==> src/rtl/fir_pkg.sv <==
// Shared types and constants for the FIR control sequencer.
package fir_pkg;

   localparam int unsigned TAPS       = 11;
   localparam int unsigned ADDR_SHIFT = 2;

   typedef enum logic [2:0] {
      StIdle,
      StClear,
      StWaitIn,
      StMac,
      StOut,
      StDone
   } fir_state_e;

   // Word index to BRAM byte address.
   function automatic logic [31:0] idx_to_addr(input logic [7:0] idx);
      return {24'd0, idx} << ADDR_SHIFT;
   endfunction

endpackage

==> src/rtl/fir_seq_ctrl_if.sv <==
// AXI-Stream handshake bundle (valid/ready/last) used for both sample input and result output.
interface fir_seq_ctrl_if;

   logic tvalid;
   logic tready;
   logic tlast;

   modport master (
      output tvalid,
      output tlast,
      input  tready
   );

   modport slave (
      input  tvalid,
      input  tlast,
      output tready
   );

endinterface

==> src/rtl/fir_ring_idx.sv <==
// Modulo-Tape_Num index arithmetic for the circular data buffer.
module fir_ring_idx #(
   parameter int unsigned Tape_Num = 11,
   parameter int unsigned IdxW     = 4
) (
   input  logic [IdxW-1:0] base,
   input  logic [IdxW-1:0] sub,
   output logic [IdxW-1:0] diff,
   output logic [IdxW-1:0] inc
);

   // Widen by one bit so base + Tape_Num cannot overflow before the subtract.
   assign diff = (base >= sub) ? (base - sub)
                               : IdxW'({1'b0, base} + (IdxW + 1)'(Tape_Num) - {1'b0, sub});

   assign inc = (base == IdxW'(Tape_Num - 1)) ? '0 : base + 1'b1;

endmodule

==> src/rtl/fir_seq_ctrl.sv <==
// Control sequencer for the single-MAC FIR engine: ap lifecycle, BRAM addressing, MAC sequencing.
// Build option FIR_TLAST_CHK_EN adds a sticky tlast_err flag for misplaced ss_tlast.
module fir_seq_ctrl
   import fir_pkg::*;
#(
   parameter int unsigned pADDR_WIDTH = 12,
   parameter int unsigned Tape_Num    = TAPS
) (
   input  logic                   axis_clk,
   input  logic                   axis_rst_n,
   input  logic                   ap_start,
   input  logic [31:0]            data_length,
   input  logic                   ap_done_clr,
   output logic                   ap_idle,
   output logic                   ap_done,
`ifdef FIR_TLAST_CHK_EN
   output logic                   tlast_err,
`endif
   fir_seq_ctrl_if.slave          ss,
   fir_seq_ctrl_if.master         sm,
   output logic                   tap_own,
   output logic                   tap_EN,
   output logic [pADDR_WIDTH-1:0] tap_A,
   output logic                   data_EN,
   output logic [3:0]             data_WE,
   output logic [pADDR_WIDTH-1:0] data_A,
   output logic                   data_zero,
   output logic                   mac_clr,
   output logic                   mac_en,
   output logic                   sm_load
);

   // k counts 0..Tape_Num+1 in MAC: Tape_Num reads, one trailing mac_en, one sm_load.
   localparam int unsigned IdxW = $clog2(Tape_Num + 2);

   fir_state_e      state_q, state_d;
   logic [31:0]     len_q, len_d;
   logic [31:0]     cnt_q, cnt_d;
   logic [IdxW-1:0] wptr_q, wptr_d;
   logic [IdxW-1:0] k_q, k_d;
   logic [IdxW-1:0] wptr_inc;
   logic [IdxW-1:0] rd_idx;
   logic            ap_idle_q, ap_done_q;
   logic            start_run;
   logic            last_out;
   logic            ss_tready;
   logic            sm_tvalid;
   logic            sm_tlast;

   fir_ring_idx #(
      .Tape_Num (Tape_Num),
      .IdxW     (IdxW)
   ) u_ring_idx (
      .base (wptr_q),
      .sub  (k_q),
      .diff (rd_idx),
      .inc  (wptr_inc)
   );

   assign start_run = (state_q == StIdle) && ap_start && (data_length != 32'd0);
   assign last_out  = (cnt_q == len_q);

   always_ff @(posedge axis_clk or negedge axis_rst_n) begin
      if (!axis_rst_n) begin
         state_q <= StIdle;
         len_q   <= '0;
         cnt_q   <= '0;
         wptr_q  <= '0;
         k_q     <= '0;
      end else begin
         state_q <= state_d;
         len_q   <= len_d;
         cnt_q   <= cnt_d;
         wptr_q  <= wptr_d;
         k_q     <= k_d;
      end
   end

   // ap_done is sticky; a set in DONE beats a coincident clear.
   always_ff @(posedge axis_clk or negedge axis_rst_n) begin
      if (!axis_rst_n) begin
         ap_idle_q <= 1'b1;
         ap_done_q <= 1'b0;
      end else begin
         if (start_run) begin
            ap_idle_q <= 1'b0;
         end else if (state_q == StDone) begin
            ap_idle_q <= 1'b1;
         end
         if (state_q == StDone) begin
            ap_done_q <= 1'b1;
         end else if (ap_done_clr) begin
            ap_done_q <= 1'b0;
         end
      end
   end

   assign ap_idle = ap_idle_q;
   assign ap_done = ap_done_q;

   always_comb begin
      state_d = state_q;
      len_d   = len_q;
      cnt_d   = cnt_q;
      wptr_d  = wptr_q;
      k_d     = k_q;
      unique case (state_q)
         StIdle: begin
            if (ap_start) begin
               if (data_length != 32'd0) begin
                  len_d   = data_length;
                  k_d     = '0;
                  state_d = StClear;
               end else begin
                  state_d = StDone;
               end
            end
         end
         StClear: begin
            if (k_q == IdxW'(Tape_Num - 1)) begin
               k_d     = '0;
               wptr_d  = '0;
               cnt_d   = '0;
               state_d = StWaitIn;
            end else begin
               k_d = k_q + 1'b1;
            end
         end
         StWaitIn: begin
            if (ss.tvalid) begin
               k_d     = '0;
               state_d = StMac;
            end
         end
         StMac: begin
            if (k_q == IdxW'(Tape_Num + 1)) begin
               k_d     = '0;
               wptr_d  = wptr_inc;
               cnt_d   = cnt_q + 32'd1;
               state_d = StOut;
            end else begin
               k_d = k_q + 1'b1;
            end
         end
         StOut: begin
            if (sm.tready) begin
               state_d = last_out ? StDone : StWaitIn;
            end
         end
         StDone: begin
            state_d = StIdle;
         end
         default: begin
            state_d = StIdle;
         end
      endcase
   end

   always_comb begin
      ss_tready = 1'b0;
      sm_tvalid = 1'b0;
      sm_tlast  = 1'b0;
      tap_own   = 1'b0;
      tap_EN    = 1'b0;
      tap_A     = '0;
      data_EN   = 1'b0;
      data_WE   = 4'h0;
      data_A    = '0;
      data_zero = 1'b0;
      mac_clr   = 1'b0;
      mac_en    = 1'b0;
      sm_load   = 1'b0;
      unique case (state_q)
         StClear: begin
            tap_own   = 1'b1;
            data_EN   = 1'b1;
            data_WE   = 4'hF;
            data_zero = 1'b1;
            data_A    = pADDR_WIDTH'(idx_to_addr(8'(k_q)));
         end
         StWaitIn: begin
            tap_own   = 1'b1;
            ss_tready = 1'b1;
            data_EN   = ss.tvalid;
            data_WE   = ss.tvalid ? 4'hF : 4'h0;
            data_A    = pADDR_WIDTH'(idx_to_addr(8'(wptr_q)));
         end
         StMac: begin
            tap_own = 1'b1;
            if (k_q < IdxW'(Tape_Num)) begin
               tap_EN  = 1'b1;
               data_EN = 1'b1;
               tap_A   = pADDR_WIDTH'(idx_to_addr(8'(k_q)));
               data_A  = pADDR_WIDTH'(idx_to_addr(8'(rd_idx)));
            end
            // Accumulate trails each read by the 1-cycle BRAM latency.
            mac_en  = (k_q != '0) && (k_q <= IdxW'(Tape_Num));
            mac_clr = (k_q == IdxW'(1));
            sm_load = (k_q == IdxW'(Tape_Num + 1));
         end
         StOut: begin
            tap_own   = 1'b1;
            sm_tvalid = 1'b1;
            sm_tlast  = last_out;
         end
         default: begin
         end
      endcase
   end

   assign ss.tready = ss_tready;
   assign sm.tvalid = sm_tvalid;
   assign sm.tlast  = sm_tlast;

`ifdef FIR_TLAST_CHK_EN
   logic tlast_err_q;
   logic sample_is_last;

   assign sample_is_last = ((cnt_q + 32'd1) == len_q);

   always_ff @(posedge axis_clk or negedge axis_rst_n) begin
      if (!axis_rst_n) begin
         tlast_err_q <= 1'b0;
      end else if ((state_q == StWaitIn) && ss.tvalid && (ss.tlast != sample_is_last)) begin
         tlast_err_q <= 1'b1;
      end else if ((state_q == StIdle) && ap_start) begin
         tlast_err_q <= 1'b0;
      end
   end

   assign tlast_err = tlast_err_q;
`endif

endmodule

==> src/flat_wrapper.sv <==
// flat-port wrapper written by rule: the top's interface ports become plain ports
module fir_seq_ctrl_flat import fir_pkg::*;
#(
   parameter int unsigned pADDR_WIDTH = 12,
   parameter int unsigned Tape_Num    = TAPS
)
  (axis_clk, axis_rst_n, ap_start, data_length, ap_done_clr, ap_idle, ap_done, tap_own, tap_EN, tap_A, data_EN, data_WE, data_A, data_zero, mac_clr, mac_en, sm_load, ss_tvalid, ss_tlast, ss_tready, sm_tvalid, sm_tlast, sm_tready);
  fir_seq_ctrl_if ss_i ();
  fir_seq_ctrl_if sm_i ();
  input  logic axis_clk;
  input  logic axis_rst_n;
  input  logic ap_start;
  input  logic [31:0] data_length;
  input  logic ap_done_clr;
  output logic ap_idle;
  output logic ap_done;
  output logic tap_own;
  output logic tap_EN;
  output logic [pADDR_WIDTH-1:0] tap_A;
  output logic data_EN;
  output logic [3:0] data_WE;
  output logic [pADDR_WIDTH-1:0] data_A;
  output logic data_zero;
  output logic mac_clr;
  output logic mac_en;
  output logic sm_load;
  input wire logic [$bits(ss_i.tvalid)-1:0] ss_tvalid;
  input wire logic [$bits(ss_i.tlast)-1:0] ss_tlast;
  output wire logic [$bits(ss_i.tready)-1:0] ss_tready;
  output wire logic [$bits(sm_i.tvalid)-1:0] sm_tvalid;
  output wire logic [$bits(sm_i.tlast)-1:0] sm_tlast;
  input wire logic [$bits(sm_i.tready)-1:0] sm_tready;
  assign ss_i.tvalid = ss_tvalid;
  assign ss_i.tlast = ss_tlast;
  assign ss_tready = ss_i.tready;
  assign sm_tvalid = sm_i.tvalid;
  assign sm_tlast = sm_i.tlast;
  assign sm_i.tready = sm_tready;
  fir_seq_ctrl #(.pADDR_WIDTH(pADDR_WIDTH), .Tape_Num(Tape_Num)) u_core (.axis_clk(axis_clk), .axis_rst_n(axis_rst_n), .ap_start(ap_start), .data_length(data_length), .ap_done_clr(ap_done_clr), .ap_idle(ap_idle), .ap_done(ap_done), .ss(ss_i), .sm(sm_i), .tap_own(tap_own), .tap_EN(tap_EN), .tap_A(tap_A), .data_EN(data_EN), .data_WE(data_WE), .data_A(data_A), .data_zero(data_zero), .mac_clr(mac_clr), .mac_en(mac_en), .sm_load(sm_load));
endmodule
==> config.mk <==
export PLATFORM = sky130hd
export DESIGN_NAME = fir_seq_ctrl_flat
export DESIGN_NICKNAME = d
export VERILOG_FILES = /design/src/rtl/fir_pkg.sv /design/src/rtl/fir_seq_ctrl_if.sv /design/src/rtl/fir_ring_idx.sv /design/src/rtl/fir_seq_ctrl.sv /design/src/flat_wrapper.sv
export SDC_FILE = /design/constraint.sdc
export NUM_CORES = 1
export LEC_CHECK = 0
export BUFFER_PORTS_ARGS = -buffer_cell sky130_fd_sc_hd__buf_4
export CORE_ASPECT_RATIO = 0.9
export CORE_MARGIN = 4
export CORE_UTILIZATION = 45
export CTS_BUF_LIST = sky130_fd_sc_hd__clkbuf_4 sky130_fd_sc_hd__clkbuf_8 sky130_fd_sc_hd__clkbuf_16
export CTS_CLUSTER_DIAMETER = 80
export DETAILED_ROUTE_END_ITERATION = 8
export PLACE_DENSITY_LB_ADDON = 0.2
export SYNTH_ARGS = -nofsm -noshare
export SYNTH_HDL_FRONTEND = slang
export SYNTH_HIERARCHICAL = 1
export SYNTH_SLANG_ARGS = --single-unit
==> constraint.sdc <==
create_clock -name axis_clk -period 3.1 [get_ports axis_clk]
set_clock_uncertainty 0.15 [all_clocks]
set_input_delay 0.31 -clock axis_clk [delete_from_list [all_inputs] [get_ports axis_clk]]
set_output_delay 0.31 -clock axis_clk [all_outputs]
set_load 0.02 [all_outputs]
==> results of run 1 <==
[cells in the mapped netlist, types with 5 or more instances]
master,instances
nand2_1,24
nor3_1,6
nand3_1,12
nor2_1,21
xor2_1,10
dfrtp_1,76
a22o_1,6
ha_1,12
and3_1,5
buf_4,21
nor4_1,10
buf_2,6
inv_1,20
o21ai_0,31
nand4_1,20
mux2_2,32
clkbuf_1,8
a21oi_1,27
or3_1,14
xnor2_1,35
[state kept, by name (all words and copies together), names as in the netlist]
signal and count:
u_core/wptr_q 4, u_core/cnt_q 32, u_core/k_q 4, u_core/state_q 3, u_core/ap_done 1, u_core/ap_idle 1, u_core/len_q 32
[critical path: cells and delay by family (launching register included)]
family / cells / cell delay [ns]
AOI/OAI and AO/OA: 1 / 0.09
xor gates and xnor gates: 1 / 0.18
adders and majority gates: 3 / 0.81
buffers and inverters: 2 / 0.23
DFF: 1 / 0.45
muxes: 2 / 0.48
[power by group]
group | leakage, nW | switching [mW] | internal, mW
registers | 0.988 | 0.261 | 1.30
clock network | 0.156 | 0.400 | 0.714
logic | 1.31 | 1.21 | 1.16
total | 2.45 | 1.87 | 3.17
[timing repair]
| action | CTS | global route |
|---|---|---|
| setup endpoints to repair | 1 | 2 |
| setup buffers | 1 | 7 |
| resized for setup | 4 | 5 |
| pin swaps | 0 | 1 |
| hold buffers | 0 | 0 |
[worst paths after layout]
path / end / slack [ns] / cells past startpoint
worst max register to register: u_core/cnt_q[22] / 0.55 / 8
worst min-delay path: u_core/state_q[0] / -0.02 / 1
max in group asynchronous: u_core/wptr_q[1] / 2.13 / 1
worst max-delay path: data_A[5] / 0.10 / 9
worst min register to register: u_core/len_q[29] / 0.38 / 1
min in group axis_clk: u_core/ap_done / 0.03 / 2
[routing by layer]
| layer | track usage | wire length, µm | share of wire |
|---|---|---|---|
| met1 | 0.283 | 5230 | 0.48 |
| met2 | 0.281 | 5210 | 0.48 |
| met3 | 0.0203 | 417 | 0.038 |
| met4 | 0.0503 | 80 | 0.0073 |
| met5 | 0 | 0 | 0 |
[cells by family after synthesis]
logic type / Yosys count / share of synthesized area
other cells: 1 / 0.000803
simple gates: 138 / 0.171
fa+ha+maj: 15 / 0.0450
buf+inv: 59 / 0.0691
flops: 77 / 0.413
mux: 36 / 0.0860
compound gates: 93 / 0.131
xor+xnor: 45 / 0.0844
[layout make-up]
class | instances | share of cell area
flip-flops and latches | 77 | 0.344
inverters | 22 | 0.0147
clock inverters | 6 | 0.0154
well taps | 129 | 0.0288
repair buffers | 81 | 0.108
clock buffers | 10 | 0.0415
multi-input cells | 343 | 0.447
[stage by stage]
| step | hold slack [ns] | cells |
|---|---|---|
| after floorplan | -0.136 | 479 |
| after global placement | 0.356 | 644 |
| after detailed placement | 0.365 | 644 |
| after CTS | 0.0202 | 661 |
| after global routing | 0.0312 | 668 |
| final | -0.0159 | 668 |
==> flow_metrics.py, run 1 <==
metrics = {
    "outcome": {
        "run_status": "complete, but fails checks",
        "failed_checks": "hold timing",
    },
    "drt": {
        "detail_route.drc_violations": 0,
        "routed_via_density": 5.51,
        "first_pass_iters": 4,
        "antenna_left": 0,
        "route.detailed.wl_per_inst_um": 16.4,
        "route.final.wire_length_um": 10900,
        "via_count": 3679,
        "drt_first_iter_violations": 198,
    },
    "setup_path": {
        "criticalPathCategory": "reg -> out",
        "cpMaxStageDelayCell": "dfrtp_2",
        "worstSetupStartpoint": "u_core/wptr_q[1]",
        "timing.critical_path.cells": "ha_4 -> ha_1 -> fa_2 -> xor2_1 -> mux2_1 -> mux2i_1 -> a222oi_1 -> inv_1 -> buf_4",
        "timing.critical_path.arrival_ns": 2.54,
        "critical-path-max-stage-delay_ns": 0.45,
        "timing.critical_path.from_type": "flop",
        "critPathMaxFanout": 5,
        "reg2reg_from": "u_core/k_q[1]",
        "cp-end-kind": "output pin",
        "cp.required_ns": 2.64,
    },
    "synth": {
        "seq_area_frac_synth": 0.413,
        "yosys.area.top_type_share": 0.407,
        "synth_area_mm2": 0.00467,
        "synth_async_sr_flop_share": 1.00,
        "postSynthRegisterBits": 77,
        "syn_area_cell_um2": 10.1,
        "synth_top_area_cell": "dfrtp_1",
        "postSynth.topFlopCell": "dfrtp_1",
        "synth.area.top_cells": "dfrtp_1, mux2_2, xnor2_1",
        "syn_inst": 464,
        "synthDistinctLibCells": 63,
        "synth-edff-count": 0,
        "yosys_warnings": 6,
    },
    "power": {
        "leakagePower_nw": 2.45,
        "peakVddDrop_v": 0.000435,
        "finalPower_mw": 5.05,
        "power.density_cell_area_mw_per_mm2": 899,
    },
    "placed_design": {
        "port_buffers": 61,
        "place_area_mm2": 0.00520,
        "routabilityCongestion": 0.859,
        "post-place-ws_ns": 0.224,
        "detailed_place_hpwl_um": 7990,
    },
    "worst_hold_path": {
        "path_type_of_the_worst_min_delay_path": "in -> async",
    },
    "floorplan": {
        "pin_count": 79,
        "initial_core_utilization": 0.458,
        "die_width_um": 115,
        "die_area_mm2": 0.0121,
        "die_height_um": 105,
        "coreArea_mm2": 0.0102,
        "row_count": 35,
    },
    "cts": {
        "cts_buffer_depth": 2,
        "clk_transition_reported_paths_ns": 0.06,
        "cts.htree.levels": 3,
        "clock-sinks": 77,
        "cts_buffers": 9,
        "cell_at_the_root_of_the_clock_tree": "clkbuf_16",
        "cts_tree": "built",
        "clk-insertion-delay-late_ns": 0.32,
    },
    "layout": {
        "layout-area-overhead-vs-synth_pct": 20.1,
        "most-common-layout-cells": "buf_4, dfrtp_1, xnor2_1, mux2_2, o21ai_0",
        "postLayoutCellArea_mm2": 0.00561,
        "fillers": 909,
        "insertedDiodeCount": 0,
        "post_route_cells_drive_above_1_share": 0.288,
        "final_core_util": 0.550,
        "regArea_mm2": 0.00193,
        "num-nets-final": 588,
        "area_taken_by_multi_input_logic_gates_mm2": 0.00251,
        "layout.cells.most_common": "buf_4",
    },
    "timing": {
        "postLayoutSetupSlackWorst_ns": 0.100,
        "setup_viols_final": 0,
        "fmax_mhz": 333,
        "rsz0062_at_grt": "no",
        "setup-tns-final_ns": 0,
        "hold-worst-slack_ns": -0.0159,
        "period_share": 0.968,
        "finalCriticalPeriod_ns": 3.00,
        "finalHoldViolCount": 7,
        "timing_worst_slew_pin_value_ns": 0.962,
        "relSlewSlack": 0.358,
        "final_max_slew_viol_count": 0,
    },
    "global_routing": {
        "grt_max_degree": 78,
        "global_route.overflow_total": 0,
        "grt_antenna_before_repair": 0,
        "grt_usage": 0.186,
        "grt_pass1_wl_um": 18200,
        "number_of_global_route_vias_before_repair": 3595,
    },
    "flow_run": {
        "drv.max_cap_violation_count": 0,
    },
}
Power figures use the tool's default switching activity.
==> inputs of run 2 (changes only) <==
Settings changed: SYNTH_HIERARCHICAL 1 to default.
==> flow_metrics.py, run 2 <==
metrics = {
    "outcome": {
        "run_status": "complete, but fails checks",
        "failed_checks": "hold timing",
    },
    "timing": {
        "period_share": 0.976,
        "finalCriticalPeriod_ns": 3.02,
        "setup-tns-final_ns": 0,
        "hold-worst-slack_ns": -0.0372,
        "finalHoldViolCount": 21,
        "fmax_mhz": 331,
        "relSlewSlack": 0.330,
        "rsz0062_at_grt": "no",
        "final_max_slew_viol_count": 0,
        "setup_viols_final": 0,
        "postLayoutSetupSlackWorst_ns": 0.0750,
        "timing_worst_slew_pin_value_ns": 1.01,
    },
    "drt": {
        "via_count": 3764,
        "first_pass_iters": 4,
        "drt_first_iter_violations": 213,
        "route.detailed.wl_per_inst_um": 17.0,
        "antenna_left": 0,
        "detail_route.drc_violations": 0,
        "routed_via_density": 5.63,
        "route.final.wire_length_um": 11400,
    },
    "synth": {
        "postSynthRegisterBits": 77,
        "seq_area_frac_synth": 0.412,
        "synth_area_mm2": 0.00468,
        "syn_inst": 465,
        "synth_async_sr_flop_share": 1.00,
        "yosysMostFrequentCell": "dfrtp_1",
        "synth.area.top_cells": "dfrtp_1, mux2_2, xnor2_1",
        "postSynth.topFlopCell": "dfrtp_1",
        "synth-edff-count": 0,
        "ys_top_cells_by_count": "dfrtp_1, xnor2_1, mux2_2",
        "synthDistinctLibCells": 58,
        "synth_top_area_cell": "dfrtp_1",
        "yosys_warnings": 0,
        "yosys.area.top_type_share": 0.406,
        "syn_area_cell_um2": 10.1,
    },
    "setup_path": {
        "timing.critical_path.from_type": "flop",
        "criticalPathCategory": "reg -> out",
        "critPathMaxFanout": 7,
        "cp.required_ns": 2.64,
        "cp-end-kind": "output pin",
        "timing.critical_path.arrival_ns": 2.56,
    },
    "power": {
        "internal_power_mw": 3.07,
        "power.density_cell_area_mw_per_mm2": 839,
        "leakagePower_nw": 2.44,
        "comb_power_share": 0.428,
        "power_share_of_the_clock_group": 0.256,
        "swShare": 0.355,
        "power.net_switching_mw": 1.69,
        "seqPwrFrac": 0.317,
        "peakVddDrop_v": 0.000588,
        "finalPower_mw": 4.76,
    },
    "layout": {
        "layout.cells.most_common": "dfrtp_1",
        "biggest_regs": "u_core.cnt_q: 32 flops, u_core.len_q: 32 flops",
        "insertedDiodeCount": 0,
        "postLayoutCellArea_mm2": 0.00568,
        "regArea_mm2": 0.00193,
        "fillers": 907,
        "layout-area-overhead-vs-synth_pct": 21.2,
        "num-nets-final": 589,
        "area_taken_by_multi_input_logic_gates_mm2": 0.00261,
        "post_route_cells_drive_above_1_share": 0.288,
        "most-common-layout-cells": "dfrtp_1, buf_4, xnor2_1, mux2_2, o21ai_0",
    },
    "worst_hold_path": {
        "path_type_of_the_worst_min_delay_path": "in -> async",
    },
    "placed_design": {
        "routabilityCongestion": 0.824,
        "detailed_place_hpwl_um": 8270,
        "port_buffers": 61,
        "place_area_mm2": 0.00525,
        "post-place-ws_ns": 0.258,
    },
    "cts": {
        "cts_buffers": 9,
        "cts_hold_repair.buffers": 0,
        "cts_buffer_depth": 2,
        "cell_at_the_root_of_the_clock_tree": "clkbuf_16",
        "clk-insertion-delay-late_ns": 0.33,
        "cts_tree": "built",
        "cts.htree.levels": 3,
        "clk_transition_reported_paths_ns": 0.06,
        "clock-sinks": 77,
    },
    "floorplan": {
        "die_height_um": 105,
        "coreArea_mm2": 0.0102,
        "pin_count": 79,
        "die_width_um": 116,
        "initial_core_utilization": 0.459,
        "row_count": 35,
        "die_area_mm2": 0.0121,
    },
    "global_routing": {
        "global_route.overflow_total": 0,
        "grt_usage": 0.196,
        "number_of_global_route_vias_before_repair": 3707,
        "grt_max_degree": 78,
        "grt_antenna_before_repair": 0,
        "grt_pass1_wl_um": 18900,
        "grt.met3_usage": 0.0388,
        "met2_usage": 0.278,
        "grt_util_met1": 0.297,
        "grt_busiest_layer": "met1",
    },
    "flow_run": {
        "drv.max_cap_violation_count": 0,
    },
}
[run 2: worst max-delay path, stage by stage (launching register included)]
cell	delay [ns]
dfrtp_1	0.39
buf_4	0.17
inv_4	0.07
ha_2	0.18
nand2_1	0.08
fa_2	0.34
xnor2_1	0.14
or3_1	0.32
o21ai_2	0.07
a211oi_2	0.06
a221o_1	0.28
buf_6	0.13
[run 2: kinds of logic after synthesis]
logic type               after synthesis  share of synthesized area
AO/OA/AOI/OAI                         86                      0.116
XOR/XNOR                              48                     0.0898
adder cells (fa/ha/maj)               16                     0.0476
buffers and inverters                 50                     0.0572
flip-flops                            77                      0.412
multiplexers                          36                     0.0863
other                                  1                   0.000801
AND/OR/NAND/NOR                      151                      0.190
[run 2: final timing paths]
kind / from / to / cells after the start / slack (ns)
max in group asynchronous: axis_rst_n / u_core.wptr_q[1] / 1 / 2.12
setup / recovery: u_core.k_q[0] / data_A[5] / 11 / 0.08
hold reg to reg: u_core.ap_done / u_core.ap_done / 1 / 0.34
min in group axis_clk: data_length[25] / u_core.len_q[25] / 2 / 0.07
setup reg to reg: u_core.k_q[0] / u_core.cnt_q[14] / 8 / 0.55
hold / removal: axis_rst_n / u_core.cnt_q[26] / 1 / -0.04
[run 2: what timing repair did]
| action | CTS | global route |
|---|---|---|
| hold endpoints to repair | 0 | 0 |
| setup buffers | 1 | 2 |
| gates resized for setup | 10 | 9 |
| setup endpoints to repair | 1 | 4 |
| pin swaps | 0 | 3 |
| gates cloned | 0 | 0 |
[run 2: metal layers]
layer  routed length (µm)  up-vias
met2                 4930      123
met1                 5540     1826
met4                  206        0
met3                  699       21
met5                    0        -
li1                     -     1794
[run 2: cell type report]
type	instances	area share
multi-input cells	353	0.459
repair buffers	75	0.0998
inverters	18	0.0123
clock buffers	10	0.0410
well taps	129	0.0284
clock inverters	6	0.0196
flip-flops and latches	77	0.340
[run 2: metrics by stage]
| stage | std cells | utilization | hold slack, ns |
|---|---|---|---|
| finish | 668 | 0.556 | -0.0372 |
| global route | 668 | 0.556 | 0.0672 |
| CTS | 666 | 0.552 | 0.0311 |
| detailed placement | 649 | 0.514 | 0.326 |
| global placement | 649 | 0.514 | 0.315 |
| floorplan | 480 | - | -0.136 |
[run 2: power groups by stage]
stage | sequential, mW | combinational (mW) | clock, mW
global placement | 1.51 | 1.88 | 0
detailed placement | 1.52 | 1.91 | 0
floorplan | 1.45 | 1.41 | 0
CTS | 1.50 | 1.98 | 1.24
finish | 1.51 | 2.04 | 1.22
global route | 1.54 | 2.23 | 1.27
